==> src/rtl/mem_access_unit_pkg.sv <==
// Shared definitions for the memory access unit: FSM state encoding and default widths.
package mem_access_unit_pkg;

    localparam int DEF_ADDR_W         = 16;
    localparam int DEF_DATA_W         = 16;
    localparam int DEF_TIMEOUT_CYCLES = 15;

    // Encoding 2'd3 is deliberately left unnamed; the FSM recovers from it to ST_IDLE.
    typedef enum logic [1:0] {
        ST_IDLE = 2'd0,
        ST_BUSY = 2'd1,
        ST_DONE = 2'd2
    } state_t;

endpackage

==> src/rtl/mem_access_unit.sv <==
// Memory access unit: serialises instruction fetches and data loads/stores from the
// control unit onto a single request/acknowledge memory bus.
// Optional feature: define MEM_TIMEOUT_EN to abort BUSY after TIMEOUT_CYCLES cycles
// without bus_ack (target register gets all-ones, bus_err pulses for one cycle).
module mem_access_unit
    import mem_access_unit_pkg::*;
#(
    parameter int ADDR_W         = DEF_ADDR_W,
    parameter int DATA_W         = DEF_DATA_W,
    parameter int TIMEOUT_CYCLES = DEF_TIMEOUT_CYCLES
) (
    input  logic              clk,
    input  logic              rst_n,
    input  logic              fetch_en,
    input  logic              mem_en,
    input  logic              mem_we,
    input  logic [ADDR_W-1:0] pc,
    input  logic [ADDR_W-1:0] addr,
    input  logic [DATA_W-1:0] wdata,
    output logic              need_wait,
    output logic [DATA_W-1:0] instr,
    output logic [DATA_W-1:0] rdata,
    output logic              bus_req,
    output logic              bus_we,
    output logic [ADDR_W-1:0] bus_addr,
    output logic [DATA_W-1:0] bus_wdata,
    input  logic [DATA_W-1:0] bus_rdata,
    input  logic              bus_ack,
    output logic              bus_err,
    output logic [1:0]        dbg_state
);

    // The timeout counter is 8 bits wide, so only 1..255 is meaningful.
    if (TIMEOUT_CYCLES < 1 || TIMEOUT_CYCLES > 255) begin : g_timeout_range_check
        $error("mem_access_unit: TIMEOUT_CYCLES must be in 1..255");
    end

    state_t            state;
    state_t            state_next;
    logic              req_fetch;
    logic              req_we;
    logic [ADDR_W-1:0] req_addr;
    logic [DATA_W-1:0] req_wdata;
    logic              timeout_hit;
    logic              start_req;

    assign start_req = (state == ST_IDLE) && (fetch_en || mem_en);
    assign dbg_state = state;

    // Stall is purely combinational so the first enabled cycle stalls with no latency.
    assign need_wait = (fetch_en || mem_en) && (state != ST_DONE);

    // State register.
    always_ff @(posedge clk or negedge rst_n) begin
        if (!rst_n) begin
            state <= ST_IDLE;
        end else begin
            state <= state_next;
        end
    end

    // Next-state logic and bus drive; the bus is only driven while BUSY.
    always_comb begin
        state_next = ST_IDLE;
        bus_req    = 1'b0;
        bus_we     = 1'b0;
        bus_addr   = '0;
        bus_wdata  = '0;
        case (state)
            ST_IDLE: begin
                if (fetch_en || mem_en) begin
                    state_next = ST_BUSY;
                end
            end
            ST_BUSY: begin
                bus_req   = 1'b1;
                bus_we    = req_we;
                bus_addr  = req_addr;
                bus_wdata = req_wdata;
                if (bus_ack || timeout_hit) begin
                    state_next = ST_DONE;
                end else begin
                    state_next = ST_BUSY;
                end
            end
            ST_DONE: begin
                state_next = ST_IDLE;
            end
            default: begin
                state_next = ST_IDLE;
            end
        endcase
    end

    // Latch the winning request on leaving IDLE; fetch has priority over data access.
    always_ff @(posedge clk or negedge rst_n) begin
        if (!rst_n) begin
            req_fetch <= 1'b0;
            req_we    <= 1'b0;
            req_addr  <= '0;
            req_wdata <= '0;
        end else if (start_req) begin
            if (fetch_en) begin
                req_fetch <= 1'b1;
                req_we    <= 1'b0;
                req_addr  <= pc;
                req_wdata <= '0;
            end else begin
                req_fetch <= 1'b0;
                req_we    <= mem_we;
                req_addr  <= addr;
                req_wdata <= wdata;
            end
        end
    end

    // Capture returned data (or all-ones on timeout) into the target register; writes touch neither.
    always_ff @(posedge clk or negedge rst_n) begin
        if (!rst_n) begin
            instr <= '0;
            rdata <= '0;
        end else if (state == ST_BUSY) begin
            if (bus_ack) begin
                if (req_fetch) begin
                    instr <= bus_rdata;
                end else if (!req_we) begin
                    rdata <= bus_rdata;
                end
            end else if (timeout_hit) begin
                if (req_fetch) begin
                    instr <= '1;
                end else if (!req_we) begin
                    rdata <= '1;
                end
            end
        end
    end

`ifdef MEM_TIMEOUT_EN
    localparam logic [7:0] TMO_LAST = 8'(TIMEOUT_CYCLES - 1);

    logic [7:0] tmo_cnt;
    logic       bus_err_q;

    // An ack always wins over a timeout that would expire on the same cycle.
    assign timeout_hit = (state == ST_BUSY) && !bus_ack && (tmo_cnt == TMO_LAST);
    assign bus_err     = bus_err_q;

    // Count BUSY cycles without ack; cleared whenever a new access enters BUSY.
    always_ff @(posedge clk or negedge rst_n) begin
        if (!rst_n) begin
            tmo_cnt <= 8'd0;
        end else if (start_req) begin
            tmo_cnt <= 8'd0;
        end else if ((state == ST_BUSY) && !bus_ack) begin
            tmo_cnt <= tmo_cnt + 8'd1;
        end
    end

    // One-cycle error pulse, high during the DONE cycle that follows an abort.
    always_ff @(posedge clk or negedge rst_n) begin
        if (!rst_n) begin
            bus_err_q <= 1'b0;
        end else begin
            bus_err_q <= timeout_hit;
        end
    end
`else
    assign timeout_hit = 1'b0;
    assign bus_err     = 1'b0;
`endif

endmodule

==> config.mk <==
export PLATFORM = sky130hd
export DESIGN_NAME = mem_access_unit
export DESIGN_NICKNAME = d
export VERILOG_FILES = /design/src/rtl/mem_access_unit_pkg.sv /design/src/rtl/mem_access_unit.sv
export SDC_FILE = /design/constraint.sdc
export NUM_CORES = 1
export LEC_CHECK = 0
export BUFFER_PORTS_ARGS = -buffer_cell sky130_fd_sc_hd__buf_2
export CORE_MARGIN = 4
export CORE_UTILIZATION = 43
export DETAILED_ROUTE_END_ITERATION = 6
export PLACE_DENSITY_LB_ADDON = 0.08
export SYNTH_ARGS = -nofsm -noshare
export SYNTH_HDL_FRONTEND = slang
export SYNTH_SLANG_ARGS = --single-unit
==> constraint.sdc <==
create_clock -name clk -period 1.3 [get_ports clk]
set_input_delay 0.13 -clock clk [delete_from_list [all_inputs] [get_ports clk]]
set_output_delay 0.13 -clock clk [all_outputs]
set_load 0.02 [all_outputs]
==> impl_metrics.env <==
export IMPL_cap_violations=0
export IMPL_ys_top_cells_by_area="dfrtp_1 (53%), mux2_2 (19%), mux2_4 (14%), and2_1 (6.6%), nor2b_1 (3.5%)"
export IMPL_finalSetupTns_ps=-28110
export IMPL_postSynthCellCount=226
export IMPL_max_clock_freq_ghz=0.607
export IMPL_rsz0062_at_grt="yes"
export IMPL_clock_skew_ps=9.42
export IMPL_nNetsFinal=452
export IMPL_synth_cell_type_count=17
export IMPL_antennaDiodeCount=0
export IMPL_syn_area_per_cell_um2=14.2
export IMPL_crit_type="register to register"
export IMPL_path_clk_slew_ps=80
export IMPL_hold_viol=0
export IMPL_finalCritPeriodShare_pct=127
export IMPL_async_reset_ff_share_pct=100
export IMPL_worstSetupEndpointType="register"
export IMPL_drc_errors=0
export IMPL_antenna_found_initial=0
export IMPL_wl_um=7500
export IMPL_numCtsBuffers=9
export IMPL_fin_util_pct=67.2
export IMPL_finalSetupViolCount=103
export IMPL_synth_edf_count=0
export IMPL_synthFlopType="dfrtp_1"
export IMPL_syn_nets=296
export IMPL_dieArea_um2=8920
export IMPL_grt_max_degree=69
export IMPL_power_density_nw_per_um2=2600
export IMPL_status="finished, violations left"
export IMPL_final_min_clock_period_ps=1650
export IMPL_htreeDepth=3
export IMPL_crit_required_ps=1520
export IMPL_path_max_fanout=8
export IMPL_die_y_um=94.4
export IMPL_totalPowerFinal_mw=12.7
export IMPL_fin_area_um2=4870
export IMPL_die_w_um=94.4
export IMPL_drv_slew=0
export IMPL_drt_iter0_markers=36
export IMPL_syn2layout_area_growth_pct=51.6
export IMPL_place_gp_congestion=0.662
export IMPL_synth_seq_area_share_pct=53.0
export IMPL_max_vdd_ir_drop_v=0.00111
export IMPL_rrSetupSlack_ps=-350
export IMPL_tritoncts="built"
export IMPL_cp_arrival_ps=1870
export IMPL_yosys_area_top_type="dfrtp_1"
export IMPL_io_pins=140
export IMPL_synthTopCellsByCount="dfrtp_1 (68), mux2_2 (53), and2_1 (34)"
export IMPL_synthDominantCellAreaShare_pct=53.0
export IMPL_cts_max_path_buffers=2
export IMPL_post_route_worst_setup_slack_ps=-346
export IMPL_grt_pass1_wl_um=11400
export IMPL_first_pass_iters=4
export IMPL_p_leak_nw=2.53
export IMPL_core_um2=7250
export IMPL_root_buffer="clkbuf_8"
export IMPL_initial_utilization_pct=44.3
export IMPL_grtUsageTotal_pct=16.7
export IMPL_startpoint_type="register"
export IMPL_rows=31
export IMPL_antenna_left=0
export IMPL_wl_per_cell_um=15.4
export IMPL_portBuffers=138
export IMPL_synthesis_area_um2=3210
export IMPL_holdCritPathClass="input port to register"
export IMPL_violations="negative setup slack"
export IMPL_vias=2271
export IMPL_ys_seq_elements=68
export IMPL_place_area_um2=4200
export IMPL_hold_ws_ps=26.0
export IMPL_synth_most_common_cell="dfrtp_1"
export IMPL_drive_gt1_share_pct=76.0
export IMPL_grt_pass1_vias=2347
export IMPL_ys_warn_count=0
export IMPL_clock_latency_ps=340
export IMPL_overflow=0
export IMPL_dpl_hpwl_um=5130
export IMPL_cts_sinks=68
export IMPL_post_drt_via_cell_ratio=4.67
-- final timing paths --
check                                     to  depth (start not counted)          from
worst max-delay path                rdata[8]                          5  dbg_state[1]
worst min-delay path                rdata[3]                          2  bus_rdata[3]
worst max register to register      rdata[8]                          5  dbg_state[1]
worst min register to register      instr[4]                          1      instr[4]
max in group asynchronous       dbg_state[0]                          3         rst_n
min in group asynchronous       req_addr[10]                          3         rst_n
-- sequential cells by signal (all words and copies together), names as in the netlist --
register / count
instr: 16
rdata: 16
req_addr: 16
req_wdata: 16
dbg_state: 2
req_fetch: 1
req_we: 1
-- report_power, final --
group          internal, mW  total [mW]  switching, mW
clock                  1.47        2.28          0.810
combinational          3.74        6.66           2.93
sequential             3.17        3.73          0.566
-- cell families after synthesis --
| kind of cell | share of synthesized area (%) |
|---|---|
| muxes | 32.1 |
| DFF | 53.0 |
| and+or+nand+nor | 11.3 |
| buffers and inverters | 3.15 |
| AOI/OAI and AO/OA | 0.389 |
| other | 0.117 |
-- layout by cell type, fill, tap and decap left out, types with 5 or more instances in the layout --
cell,count
and2_1,5
and2_2,12
and2_4,17
buf_12,5
buf_2,106
buf_4,10
buf_6,35
clkbuf_8,9
dfrtp_1,66
mux2_2,34
mux2_4,48
nor2b_1,17
-- critical path, stage by stage, from the launching register on --
cell and delay, ps:
dfrtp_2 470, nor2b_4 210, buf_4 170, nand3_4 90
bufbuf_16 300, mux2_4 290
-- per-layer routing --
layer | routed length, um | global-route usage, %
met4 | 92 | 6.86
met2 | 3680 | 27.3
met5 | 0 | 0
met1 | 3250 | 21.1
met3 | 478 | 4.14
-- stage by stage --
step	std cells	setup slack (ps)
after detailed placement	460	-231
after floorplan	226	-206
final	486	-346
after CTS	483	-346
after global routing	486	-393
after global placement	460	-208
-- timing repair --
item	CTS	global route
gates cloned	3	1
pin swaps	7	8
setup buffers	3	2
resized for setup	44	50
hold buffers	1	0
endpoints found under the setup margin	101	103
hold endpoints to repair	68	0
-- area by class of cell --
type / count / area (um^2)
Tap cell: 99 / 124
Fill cell: 560 / 2380
Clock buffer: 10 / 128
Inverter: 1 / 6.26
Multi-Input combinational cell: 142 / 1570
Timing Repair Buffer: 160 / 1200
Sequential cell: 68 / 1700
Clock inverter: 6 / 136
(Power assumes the default switching activity.)
